==> config.mk <==
export PLATFORM = sky130hd
export DESIGN_NAME = ccff_chain_loader
export DESIGN_NICKNAME = d
export VERILOG_FILES = /design/src/rtl/fpga_cfg_pkg.sv /design/src/rtl/ccff_chain_loader.sv
export SDC_FILE = /design/constraint.sdc
export NUM_CORES = 1
export LEC_CHECK = 0
export ABC_AREA = 1
export CELL_PAD_IN_SITES_DETAIL_PLACEMENT = 1
export CELL_PAD_IN_SITES_GLOBAL_PLACEMENT = 2
export CORE_MARGIN = 10
export CORE_UTILIZATION = 35
export DETAILED_ROUTE_END_ITERATION = 7
export PLACE_DENSITY = 0.91
export SLEW_MARGIN = 40
export SYNTH_ARGS = -nofsm -noshare
export SYNTH_HDL_FRONTEND = slang
export SYNTH_SLANG_ARGS = --single-unit
==> constraint.sdc <==
create_clock -name prog_clk -period 2.6 [get_ports prog_clk]
set_input_delay 0.26 -clock prog_clk [delete_from_list [all_inputs] [get_ports prog_clk]]
set_output_delay 0.26 -clock prog_clk [all_outputs]
set_load 0.005 [all_outputs]
==> src/rtl/fpga_cfg_pkg.sv <==
// Shared configuration-fabric definitions: loader FSM states and default
// geometry of the ccff chain and its bitstream feed.
package fpga_cfg_pkg;

  localparam int CCFF_CHAIN_LEN = 30;   // 10 muxes x 3 sram bits
  localparam int CFG_WORD_W     = 8;
  localparam int CFG_TIMEOUT    = 255;

  typedef enum logic [1:0] {
    ST_IDLE  = 2'd0,
    ST_FETCH = 2'd1,
    ST_SHIFT = 2'd2,
    ST_DONE  = 2'd3
  } ccff_state_e;

  // Bits needed to index 0..n-1, never less than one bit.
  function automatic int cnt_width(input int n);
    return (n > 1) ? $clog2(n) : 1;
  endfunction

endpackage

==> src/rtl/ccff_chain_loader.sv <==
// Serialises a word-wide bitstream, MSB first, into a configuration flip-flop
// chain. Words are fetched with a valid/ready handshake; each word is then
// shifted out one bit per cycle with shift_en driving the chain's clock gate.
// A stalled feed aborts with err after TIMEOUT cycles.
module ccff_chain_loader
  import fpga_cfg_pkg::*;
#(
  parameter int CHAIN_LEN = CCFF_CHAIN_LEN,
  parameter int WORD_W    = CFG_WORD_W,
  parameter int TIMEOUT   = CFG_TIMEOUT
) (
  input  logic              prog_clk,
  input  logic              prog_reset_n,
  input  logic              start,
  input  logic              abort,
  input  logic [WORD_W-1:0] cfg_data,
  input  logic              cfg_valid,
  output logic              cfg_ready,
  output logic              ccff_head,
  output logic              shift_en,
  output logic              busy,
  output logic              done,
  output logic              err
);

  localparam int TOT_W   = cnt_width(CHAIN_LEN + 1);
  localparam int BIT_W   = cnt_width(WORD_W);
  localparam int STALL_W = cnt_width(TIMEOUT + 1);

  localparam logic [TOT_W-1:0]   LAST_CHAIN_BIT = TOT_W'(CHAIN_LEN - 1);
  localparam logic [BIT_W-1:0]   LAST_WORD_BIT  = BIT_W'(WORD_W - 1);
  localparam logic [STALL_W-1:0] LAST_STALL     = STALL_W'(TIMEOUT - 1);

  ccff_state_e r_state;
  ccff_state_e w_state_nxt;

  logic [WORD_W-1:0]  r_word;
  logic [TOT_W-1:0]   r_total;
  logic [BIT_W-1:0]   r_bit;
  logic [STALL_W-1:0] r_stall;
  logic               r_err;

  logic w_clear;
  logic w_load;
  logic w_shift;
  logic w_stall_inc;
  logic w_timeout;

  // State register.
  always_ff @(posedge prog_clk or negedge prog_reset_n) begin
    if (!prog_reset_n) begin
      r_state <= ST_IDLE;
    end else begin
      r_state <= w_state_nxt;
    end
  end

  // Next-state, datapath strobes and state-decoded outputs.
  always_comb begin
    w_state_nxt = r_state;
    w_clear     = 1'b0;
    w_load      = 1'b0;
    w_shift     = 1'b0;
    w_stall_inc = 1'b0;
    w_timeout   = 1'b0;

    cfg_ready = (r_state == ST_FETCH);
    shift_en  = (r_state == ST_SHIFT);
    ccff_head = (r_state == ST_SHIFT) && r_word[WORD_W-1];
    busy      = (r_state == ST_FETCH) || (r_state == ST_SHIFT);
    done      = (r_state == ST_DONE);
    err       = r_err;

    if (abort) begin
      // Abort suppresses every strobe, so a concurrent handshake is dropped.
      w_state_nxt = ST_IDLE;
    end else begin
      case (r_state)
        ST_IDLE: begin
          if (start) begin
            w_clear     = 1'b1;
            w_state_nxt = ST_FETCH;
          end
        end
        ST_FETCH: begin
          if (cfg_valid) begin
            w_load      = 1'b1;
            w_state_nxt = ST_SHIFT;
          end else begin
            w_stall_inc = 1'b1;
            if (r_stall == LAST_STALL) begin
              w_timeout   = 1'b1;
              w_state_nxt = ST_IDLE;
            end
          end
        end
        ST_SHIFT: begin
          w_shift = 1'b1;
          // Chain completion wins over end-of-word; leftover word bits are dropped.
          if (r_total == LAST_CHAIN_BIT) begin
            w_state_nxt = ST_DONE;
          end else if (r_bit == LAST_WORD_BIT) begin
            w_state_nxt = ST_FETCH;
          end
        end
        ST_DONE: begin
          w_state_nxt = ST_IDLE;
        end
        default: begin
          w_state_nxt = ST_IDLE;
        end
      endcase
    end
  end

  // Word shift register, bit/total/stall counters and the err pulse flop.
  always_ff @(posedge prog_clk or negedge prog_reset_n) begin
    if (!prog_reset_n) begin
      r_word  <= '0;
      r_total <= '0;
      r_bit   <= '0;
      r_stall <= '0;
      r_err   <= 1'b0;
    end else begin
      r_err <= w_timeout;
      if (w_clear) begin
        r_total <= '0;
        r_stall <= '0;
      end
      if (w_load) begin
        r_word  <= cfg_data;
        r_bit   <= '0;
        r_stall <= '0;
      end else if (w_stall_inc) begin
        r_stall <= r_stall + STALL_W'(1);
      end
      if (w_shift) begin
        r_word  <= r_word << 1;
        r_total <= r_total + TOT_W'(1);
        if (r_bit != LAST_WORD_BIT) begin
          r_bit <= r_bit + BIT_W'(1);
        end
      end
    end
  end

endmodule

==> flow_summary.ini, run 1 <==
[status]
status = complete, no violations

[placement]
place.gp.congestion = 0.8110
place_ws_ns = 0.7159
dpl_cell_area_um2 = 1717
dpl.hpwl_mm = 3.012
io_buffers = 18

[synthesis]
syn_area_um2 = 1496
postSynth.asyncResetShare_pct = 100.0
synthFlopType = dfrtp_1
yosysTopAreaCellShare_pct = 45.15
postSynthCellCount = 179
avgSynthCellArea_um2 = 8.360
synth_edf_count = 0
ys_ff_latch = 27
netlist_top_cells_area = dfrtp_1, nand2_1, ha_1, inv_1, nand3_1
ys_seq_area_share_pct = 45.15
syn_nets = 202
synthMostInstantiatedCell = nand2_1
synth_largest_area_cell = dfrtp_1
ys.warnings.count = 0
ys_types = 26
synth_top_cells_by_count = nand2_1, dfrtp_1, inv_1

[route]
drtAntennaViolNets = 0
via_per_inst = 5.060
dr.pass1.iters = 4
drt_iter0_markers = 27
drc = 0
post_drt_wl_per_cell_um = 15.25
routed_wirelength_mm = 3.798
route.vias.total = 1260

[pwr]
irDropWorstVdd_mv = 0.3254
power_mw = 1.107
power_leakage_nw = 0.8018
power_density_nw_per_um2 = 627.9

[floorplan]
die_h_um = 85.39
io_pins = 19
start_util_pct = 36.88
num_rows = 23
die_x_um = 85.39
coreArea_um2 = 4058
dieArea_um2 = 7291

[global_routing]
grt_pass1_wl_mm = 6.520
grt_antenna_before_repair = 0
grt_pass1_vias = 1420
met1_usage_pct = 11.39
met2_usage_pct = 19.96
grt-ovfl-total = 0
use_met3_pct = 2.581
grt_use_total_pct = 10.83
grt_max_degree = 28
grt.busiest_layer = met2

[clocking]
cts_buffers = 3
clkLatencyLatePin_ns = 0.28
cts.sinks = 27
cts_buffer_depth = 2
clkTransAtPathRegs_ns = 0.10
cts_root_buf = clkbuf_8
cts.repair.resized = 0
htree_levels = 1
postCtsHoldBufs = 0
post-cts-setup-buffers = 0
cts_tree = yes

[final_layout]
finalInstanceArea_um2 = 1763
fillers = 500
nets = 223
num_antenna_cells = 0
drive_gt1_share_pct = 8.040
syn_to_final_growth_pct = 17.81

[timing]
holdWs_ns = 0.3467
tightest_slew_ns = 0.3835
finalWorstSetupSlack_ns = 0.6258
slew_headroom_pct = 74.41
period_share_pct = 75.93
setup_viol = 0
clock.fmax_ghz = 0.5065
timing_hold_violations_final = 0
rsz0062_at_grt = false
finalCriticalPeriod_ns = 1.974
finalClockSkew_ns = 0.002446
fin_setup_tns_ns = 0
slew_viol_final = 0

[critical_path]
cp_data_required_time_ns = 2.34
critPathKind = reg -> out
crit_path_end_kind = primary output
start_kind = flip-flop
cp_max_fo = 4
cp.arrival_ns = 1.71

[run]
maxCapViolCount = 0

[min_path]
hold_class = in -> async
-- layout make-up --
cell class | instances | area, um2 | area share (%)
Clock inverter | 1 | 5.005 | 0.2839
Clock buffer | 3 | 41.29 | 2.342
Inverter | 24 | 90.09 | 5.110
Sequential cell | 27 | 675.6 | 38.33
Timing Repair Buffer | 19 | 187.7 | 10.65
Tap cell | 50 | 62.56 | 3.549
Multi-Input combinational cell | 125 | 700.7 | 39.74
-- placed cells by master, fill, tap and decap left out --
cell / instances
nand2_1: 47
dfrtp_1: 27
inv_1: 23
clkdlybuf4s50_1: 18
nand3_1: 12
o21ai_0: 12
nor2_1: 12
ha_1: 10
o21ai_1: 6
o211ai_1: 5
o22ai_1: 3
a21oi_1: 3
clkbuf_8: 3
nor2_4: 2
nand4_1: 2
o21ai_2: 2
inv_2: 1
nand2_2: 1
nand3_2: 1
xor2_1: 1
o31ai_1: 1
nand2_4: 1
nor2_2: 1
a21oi_2: 1
a31oi_2: 1
xnor2_1: 1
clkinv_2: 1
buf_4: 1
-- path summary, 6_finish.rpt --
check / cells after the start / endpoint / start / slack [ns]
min reg2reg: 2 / r_bit[1] / r_bit[1] / 0.50
max in group asynchronous: 2 / r_total[4] / prog_reset_n / 1.98
min: 2 / r_state[0] / prog_reset_n / 0.35
max: 5 / ccff_head / r_state[0] / 0.63
max reg2reg: 7 / r_word[2] / r_state[0] / 0.78
min in group prog_clk: 2 / r_bit[1] / r_bit[1] / 0.50
-- logic make-up (layout without fill, tap and decap cells) --
group / count (synthesis) / in the layout / synth area share [%]
simple gates: 79 / 79 / 23.41
compound gates: 34 / 34 / 13.88
flops: 27 / 27 / 45.15
buf+inv: 27 / 47 / 8.026
fa+ha+maj: 10 / 10 / 8.361
xor+xnor: 2 / 2 / 1.171
-- per-stage QoR --
step,std cells,utilization (%)
floorplan,179,-
global placement,245,42.31
detailed placement,245,42.31
CTS,249,43.45
global route,249,43.45
finish,249,43.45
-- metal layers --
layer	routed length, um	vias up
met5	0	-
met1	1580	617
met4	62	0
met3	145	5
li1	-	618
met2	2010	20
-- critical path: stages, from the launching register on --
cell	delay, ns
dfrtp_1	0.43
inv_1	0.12
ha_1	0.25
nand2_1	0.08
inv_1	0.06
clkdlybuf4s50_1	0.49
-- report_power, final --
part	total (mW)	internal (mW)	switching, mW
Clock	0.249	0.108	0.141
Sequential	0.564	0.510	0.0541
Combinational	0.294	0.125	0.169
Total	1.11	0.743	0.364
-- sequential cells by signal, summed over array words and instances, names as in the netlist --
signal and cells:
r_total 5, r_bit 3, r_stall 8, r_word 8
r_state 2, err 1
(Power assumes the default switching activity.)
==> inputs of run 2 (changes only) <==
--- a/config.mk
+++ b/config.mk
@@ -9,9 +9,9 @@
 export CELL_PAD_IN_SITES_DETAIL_PLACEMENT = 1
 export CELL_PAD_IN_SITES_GLOBAL_PLACEMENT = 2
 export CORE_MARGIN = 10
-export CORE_UTILIZATION = 35
+export CORE_UTILIZATION = 32
 export DETAILED_ROUTE_END_ITERATION = 7
-export PLACE_DENSITY = 0.91
+export PLACE_DENSITY = 0.85
 export SLEW_MARGIN = 40
 export SYNTH_ARGS = -nofsm -noshare
 export SYNTH_HDL_FRONTEND = slang
==> constraint.sdc (replaced) <==
create_clock -name prog_clk -period 2 [get_ports prog_clk]
set_input_delay 0.2 -clock prog_clk [delete_from_list [all_inputs] [get_ports prog_clk]]
set_output_delay 0.2 -clock prog_clk [all_outputs]
set_load 0.005 [all_outputs]
==> run 2 against run 1 <==
Effect of this change:
- clock skew grew 0.0043 ns
- utilization fell by 3.3 points
- clock-buffer cell count rose by 1
- wire length decreased by 3.9%
- cell area rose by 1.2%
- final cell count increased by 1.2%
- sequential share of layout area shrank 0.46 points
- critical path depth unchanged
==> flow_summary.ini, run 2 (synthesis results as in run 1) <==
[status]
status = complete, no violations

[critical_path]
cp_slowest_cell = clkdlybuf4s50_1
cp.arrival_ns = 1.68
path_cells = inv_1, ha_4, nand2_1, inv_1, clkdlybuf4s50_1
cp_data_required_time_ns = 1.80
crit_path_end_kind = primary output
max_stage_delay_ns = 0.50
crit_top_cell = inv_1
reg2reg_to = r_word[4]
ff2ff_setup_slack_ns = 0.31
start_kind = flip-flop
cp_max_fo = 4
critPathBufInv = 3
r2r_cells = 7
cp_top_family = buffers and inverters
critPathKind = reg -> out
r2r-start = r_state[0]

[run]
maxCapViolCount = 0

[route]
highest_layer = met4
drt_iter0_markers = 23
drtAntennaViolNets = 0
post_drt_wl_per_cell_um = 14.48
met1Wirelength_mm = 1.629
dr.pass1.iters = 4
wl_met3_um = 199
via_per_inst = 4.964
routed_wirelength_mm = 3.650
route.vias.total = 1251
routed-wl-met2_mm = 1.759
drc = 0

[timing]
finalCriticalPeriod_ns = 1.880
rsz0062_at_grt = false
setup_viol = 0
slew_viol_final = 0
slew_headroom_pct = 74.53
tightest_slew_ns = 0.3817
period_share_pct = 93.99
finalClockSkew_ns = 0.006742
clock.fmax_ghz = 0.5320
fin_setup_tns_ns = 0
timing_hold_violations_final = 0

[floorplan]
die_h_um = 88.39
die_x_um = 88.39
io_pins = 19
dieArea_um2 = 7812
start_util_pct = 33.67
coreArea_um2 = 4444
num_rows = 24

[global_routing]
grt_pass1_wl_mm = 6.361
grt-ovfl-total = 0
grt_max_degree = 28
grt_pass1_vias = 1402
grt_use_total_pct = 10.09
grt_antenna_before_repair = 0

[placement]
place.gp.congestion = 0.7622
dpl.hpwl_mm = 2.819
io_buffers = 18

[final_layout]
num_antenna_cells = 0
fillers = 553
nets = 224
drive_gt1_share_pct = 8.500
final_common_cell = nand2_1
final_cell_mix = nand2_1, dfrtp_1, inv_1
syn_to_final_growth_pct = 19.23
largest_registers = r_stall x8, r_word x8, r_total x5

[clocking]
clkLatencyLatePin_ns = 0.28
htree_levels = 1
cts_root_buf = clkbuf_8
cts_tree = yes
cts_buffer_depth = 2
clkTransAtPathRegs_ns = 0.10
cts.sinks = 27
postCtsHoldBufs = 0
cts_buffers = 3

[pwr]
irDropWorstVdd_mv = 0.3296
power_mw = 1.439
power_leakage_nw = 0.8029
power_density_nw_per_um2 = 806.4

[min_path]
hold_class = in -> async
run 2: cell count changes in the layout (fill, tap and decap cells not counted):
cell	before	now
clkinv_2	1	0
buf_4	1	2
ha_4	0	1
ha_1	10	9
clkbuf_1	0	1
run 2: per-stage QoR:
step	setup slack [ns]	hold WS, ns	std cells	util, %	area [um2]
after floorplan	0.6108	-0.09559	179	-	1496
after global placement	0.3168	0.4585	248	38.85	1727
after detailed placement	0.2575	0.4865	248	38.85	1727
after CTS	0.02807	0.3143	252	39.86	1772
after global routing	0.01441	0.3304	252	40.15	1784
final	0.1201	0.2951	252	40.15	1784
run 2: worst max path at each step:
stage,startpoint,end,slack (ns),cells past startpoint
6_report,r_state[0],ccff_head,0.12,5
5_1_grt,r_state[0],ccff_head,0.01,5
4_1_cts,r_state[0],ccff_head,0.03,5
3_5_place_dp,r_state[0],r_word[4],0.26,7
3_3_place_gp,r_state[0],r_word[4],0.32,7
2_1_floorplan,r_state[0],r_bit[0],0.61,10
run 2: routing by layer:
metal  vias to the layer above  global-route usage, %
met5                         -                      0
met4                         0                  4.405
met3                         6                  3.309
met2                        21                  17.55
met1                       602                  10.99
li1                        622                      -
run 2: layout make-up:
cell class	count	area [um2]	area share, %
Clock buffer	4	45.04	2.525
Inverter	24	90.09	5.049
Multi-Input combinational cell	125	713.2	39.97
Sequential cell	27	675.6	37.87
Tap cell	52	65.06	3.647
Timing Repair Buffer	20	195.2	10.94
run 2: repair_timing:
action	4_1_cts	5_1_grt
setup buffers	0	0
gates resized for setup	0	2
setup endpoints to repair	0	1
run 2: where the power goes:
| group | total, mW | internal (mW) | leakage [nW] | switching, mW |
|---|---|---|---|---|
| sequential | 0.732 | 0.663 | 0.358 | 0.0686 |
| combinational | 0.382 | 0.164 | 0.422 | 0.218 |
| clock | 0.325 | 0.143 | 0.0228 | 0.182 |
| total | 1.44 | 0.970 | 0.803 | 0.469 |
==> inputs of run 3 (changes only) <==
--- a/config.mk
+++ b/config.mk
@@ -5,13 +5,14 @@
 export SDC_FILE = /design/constraint.sdc
 export NUM_CORES = 1
 export LEC_CHECK = 0
-export ABC_AREA = 1
 export CELL_PAD_IN_SITES_DETAIL_PLACEMENT = 1
 export CELL_PAD_IN_SITES_GLOBAL_PLACEMENT = 2
 export CORE_MARGIN = 10
-export CORE_UTILIZATION = 32
+export CORE_UTILIZATION = 34
 export DETAILED_ROUTE_END_ITERATION = 7
+export GPL_ROUTABILITY_DRIVEN = 1
 export PLACE_DENSITY = 0.85
+export SETUP_SLACK_MARGIN = 0.3
 export SLEW_MARGIN = 40
 export SYNTH_ARGS = -nofsm -noshare
 export SYNTH_HDL_FRONTEND = slang
==> run 3 against run 2 <==
Effect of this change:
- largest power group unchanged
- power grew 12%
- sequential power up 2%
- hold slack improved by 0.015 ns
- register-to-register slack got worse by 0.08 ns
- area after synthesis decreased by 1.7%
- sequential share of layout area down 4.7 points
- clock skew down 0.0049 ns
- critical path type is now reg -> reg
- maximum frequency increased by 6.4%
- die area is 5.8% lower
- setup slack better by 0.11 ns
==> flow_summary.ini, run 3 <==
[final_layout]
nets = 207
final_common_cell = dfrtp_1
largest_registers = r_stall x8, r_word x8, r_total x5
syn_to_final_growth_pct = 38.69
drive_gt1_share_pct = 27.32
final_cell_mix = dfrtp_1, nand2_1, buf_4
num_antenna_cells = 0
finalInstanceArea_um2 = 2041

[route]
drtAntennaViolNets = 0
route.vias.total = 1226
via_per_inst = 5.262
post_drt_wl_per_cell_um = 17.30
drt_iter0_markers = 33
routed_wirelength_mm = 4.031
drc = 0
dr.pass1.iters = 4

[timing]
slew_viol_final = 0
rsz0062_at_grt = true
clock.fmax_ghz = 0.5657
setup_viol = 0
holdWs_ns = 0.3099
tightest_slew_ns = 0.3803
fin_setup_tns_ns = 0
period_share_pct = 88.38
finalCriticalPeriod_ns = 1.768
finalClockSkew_ns = 0.001870
slew_headroom_pct = 74.59
finalWorstSetupSlack_ns = 0.2324
timing_hold_violations_final = 0

[critical_path]
crit_path_end_kind = flip-flop
cp_data_required_time_ns = 2.15
cp.arrival_ns = 1.92
cp_max_fo = 7
critPathKind = reg -> reg
start_kind = flip-flop

[pwr]
power_frac_clock_pct = 19.3
p_switching_mw = 0.5037
internal-power_mw = 1.103
combPwrFrac_pct = 34.2
power_frac_seq_pct = 46.5
p_sw_share_pct = 31.36
power_density_nw_per_um2 = 787.1
irDropWorstVdd_mv = 0.3766
power_leakage_nw = 0.9714

[floorplan]
die_x_um = 85.79
coreArea_um2 = 4086
dieArea_um2 = 7359
num_rows = 23
die_h_um = 85.79
io_pins = 19
start_util_pct = 36.01

[global_routing]
grt.busiest_layer = met2
use_met3_pct = 2.933
met1_usage_pct = 13.02
grt_max_degree = 28
grt_use_total_pct = 10.78
grt_antenna_before_repair = 0
grt-ovfl-total = 0
grt_pass1_wl_mm = 6.589
met2_usage_pct = 18.60
grt_pass1_vias = 1298

[status]
status = complete, no violations

[placement]
io_buffers = 18
place_ws_ns = 0.1056
dpl_cell_area_um2 = 1735
dpl.hpwl_mm = 2.734
place.gp.congestion = 0.7470

[run]
maxCapViolCount = 0

[synthesis]
ys_seq_area_share_pct = 45.92
ys_ff_latch = 27
yosysTopAreaCellShare_pct = 45.92
ys.warnings.count = 0
synthMostInstantiatedCell = dfrtp_1
synth_largest_area_cell = dfrtp_1
netlist_top_cells_area = dfrtp_1, ha_1, o21ai_0, mux2i_1, nand2_1
synthFlopType = dfrtp_1
syn_area_um2 = 1471
avgSynthCellArea_um2 = 10.01
postSynth.asyncResetShare_pct = 100.0
synth_edf_count = 0
postSynthCellCount = 147
syn_nets = 170
synth_top_cells_by_count = dfrtp_1, o21ai_0, nand2_1
ys_types = 35

[clocking]
cts_buffers = 3
cts_tree = yes
clkLatencyLatePin_ns = 0.26
cts_buffer_depth = 2
postCtsHoldBufs = 0
htree_levels = 1
cts.sinks = 27
cts_root_buf = clkbuf_8
clkTransAtPathRegs_ns = 0.09

[min_path]
hold_class = in -> async
[run 3: changes by cell type after synthesis, moves of 5 or more]
cell / delta
o21ai_1: -6
nand2_1: -27
inv_1: -18
o21ai_0: +13
o211ai_1: -5
mux2i_1: +9
nand3_1: -7
[run 3: through the flow]
stage | utilization, % | total power [mW] | std cells
finish | 49.94 | 1.606 | 233
global placement | 42.47 | 1.108 | 215
detailed placement | 42.47 | 1.154 | 215
CTS | 46.88 | 1.544 | 228
floorplan | - | 0.9805 | 147
global route | 49.94 | 1.727 | 233
[run 3: what timing repair did]
action | 4_1_cts | 5_1_grt
resized for setup | 18 | 35
endpoints found under the setup margin | 10 | 21
cloned | 1 | 0
pin swaps | 2 | 6
setup buffers | 8 | 5
[run 3: cell type report]
cell class	count	area (um2)
fill	445	2046
sequential	27	676.9
clock buffer	4	45.04
inverter	5	18.77
tap	50	62.56
timing repair buffer	38	381.6
multi-input combinational	109	855.8
[run 3: cells by family (layout without fill, tap and decap cells)]
logic type	after synthesis	count (layout)	share of synthesized area (%)
AO/OA/AOI/OAI	38	38	15.65
XOR/XNOR	2	2	1.191
adder cells (fa/ha/maj)	10	10	8.503
buffers and inverters	11	47	4.931
flip-flops	27	27	45.92
multiplexers	11	11	7.653
AND/OR/NAND/NOR	48	48	16.16
[run 3: critical path: stages, from the launching register on]
cell,delay (ns)
dfrtp_2,0.44
buf_6,0.13
ha_4,0.16
or3b_4,0.29
buf_8,0.15
and2b_2,0.23
o21ai_2,0.15
o31ai_4,0.09
[run 3: path summary, 6_finish.rpt]
check,slack [ns],endpoint,from,cells after the start
setup / recovery,0.23,r_stall[3],r_state[0],7
hold / removal,0.31,r_word[2],prog_reset_n,2
setup reg to reg,0.23,r_stall[3],r_state[0],7
hold reg to reg,0.50,r_word[2],r_word[1],2
max in group asynchronous,1.41,r_state[0],prog_reset_n,2
min in group prog_clk,0.50,r_word[2],r_word[1],2
[run 3: power by group through the flow]
stage / clock network, mW / logic (mW) / registers (mW)
after CTS: 0.324 / 0.477 / 0.743
after floorplan: 0 / 0.249 / 0.731
after global routing: 0.356 / 0.606 / 0.765
final: 0.310 / 0.549 / 0.747
after detailed placement: 0 / 0.394 / 0.759
after global placement: 0 / 0.361 / 0.747
[run 3: routing by layer]
layer | part of all wire (%) | up-vias
met4 | 0.57 | 0
met2 | 50 | 27
met1 | 45 | 601
met5 | 0 | -
met3 | 4.2 | 4
li1 | - | 594
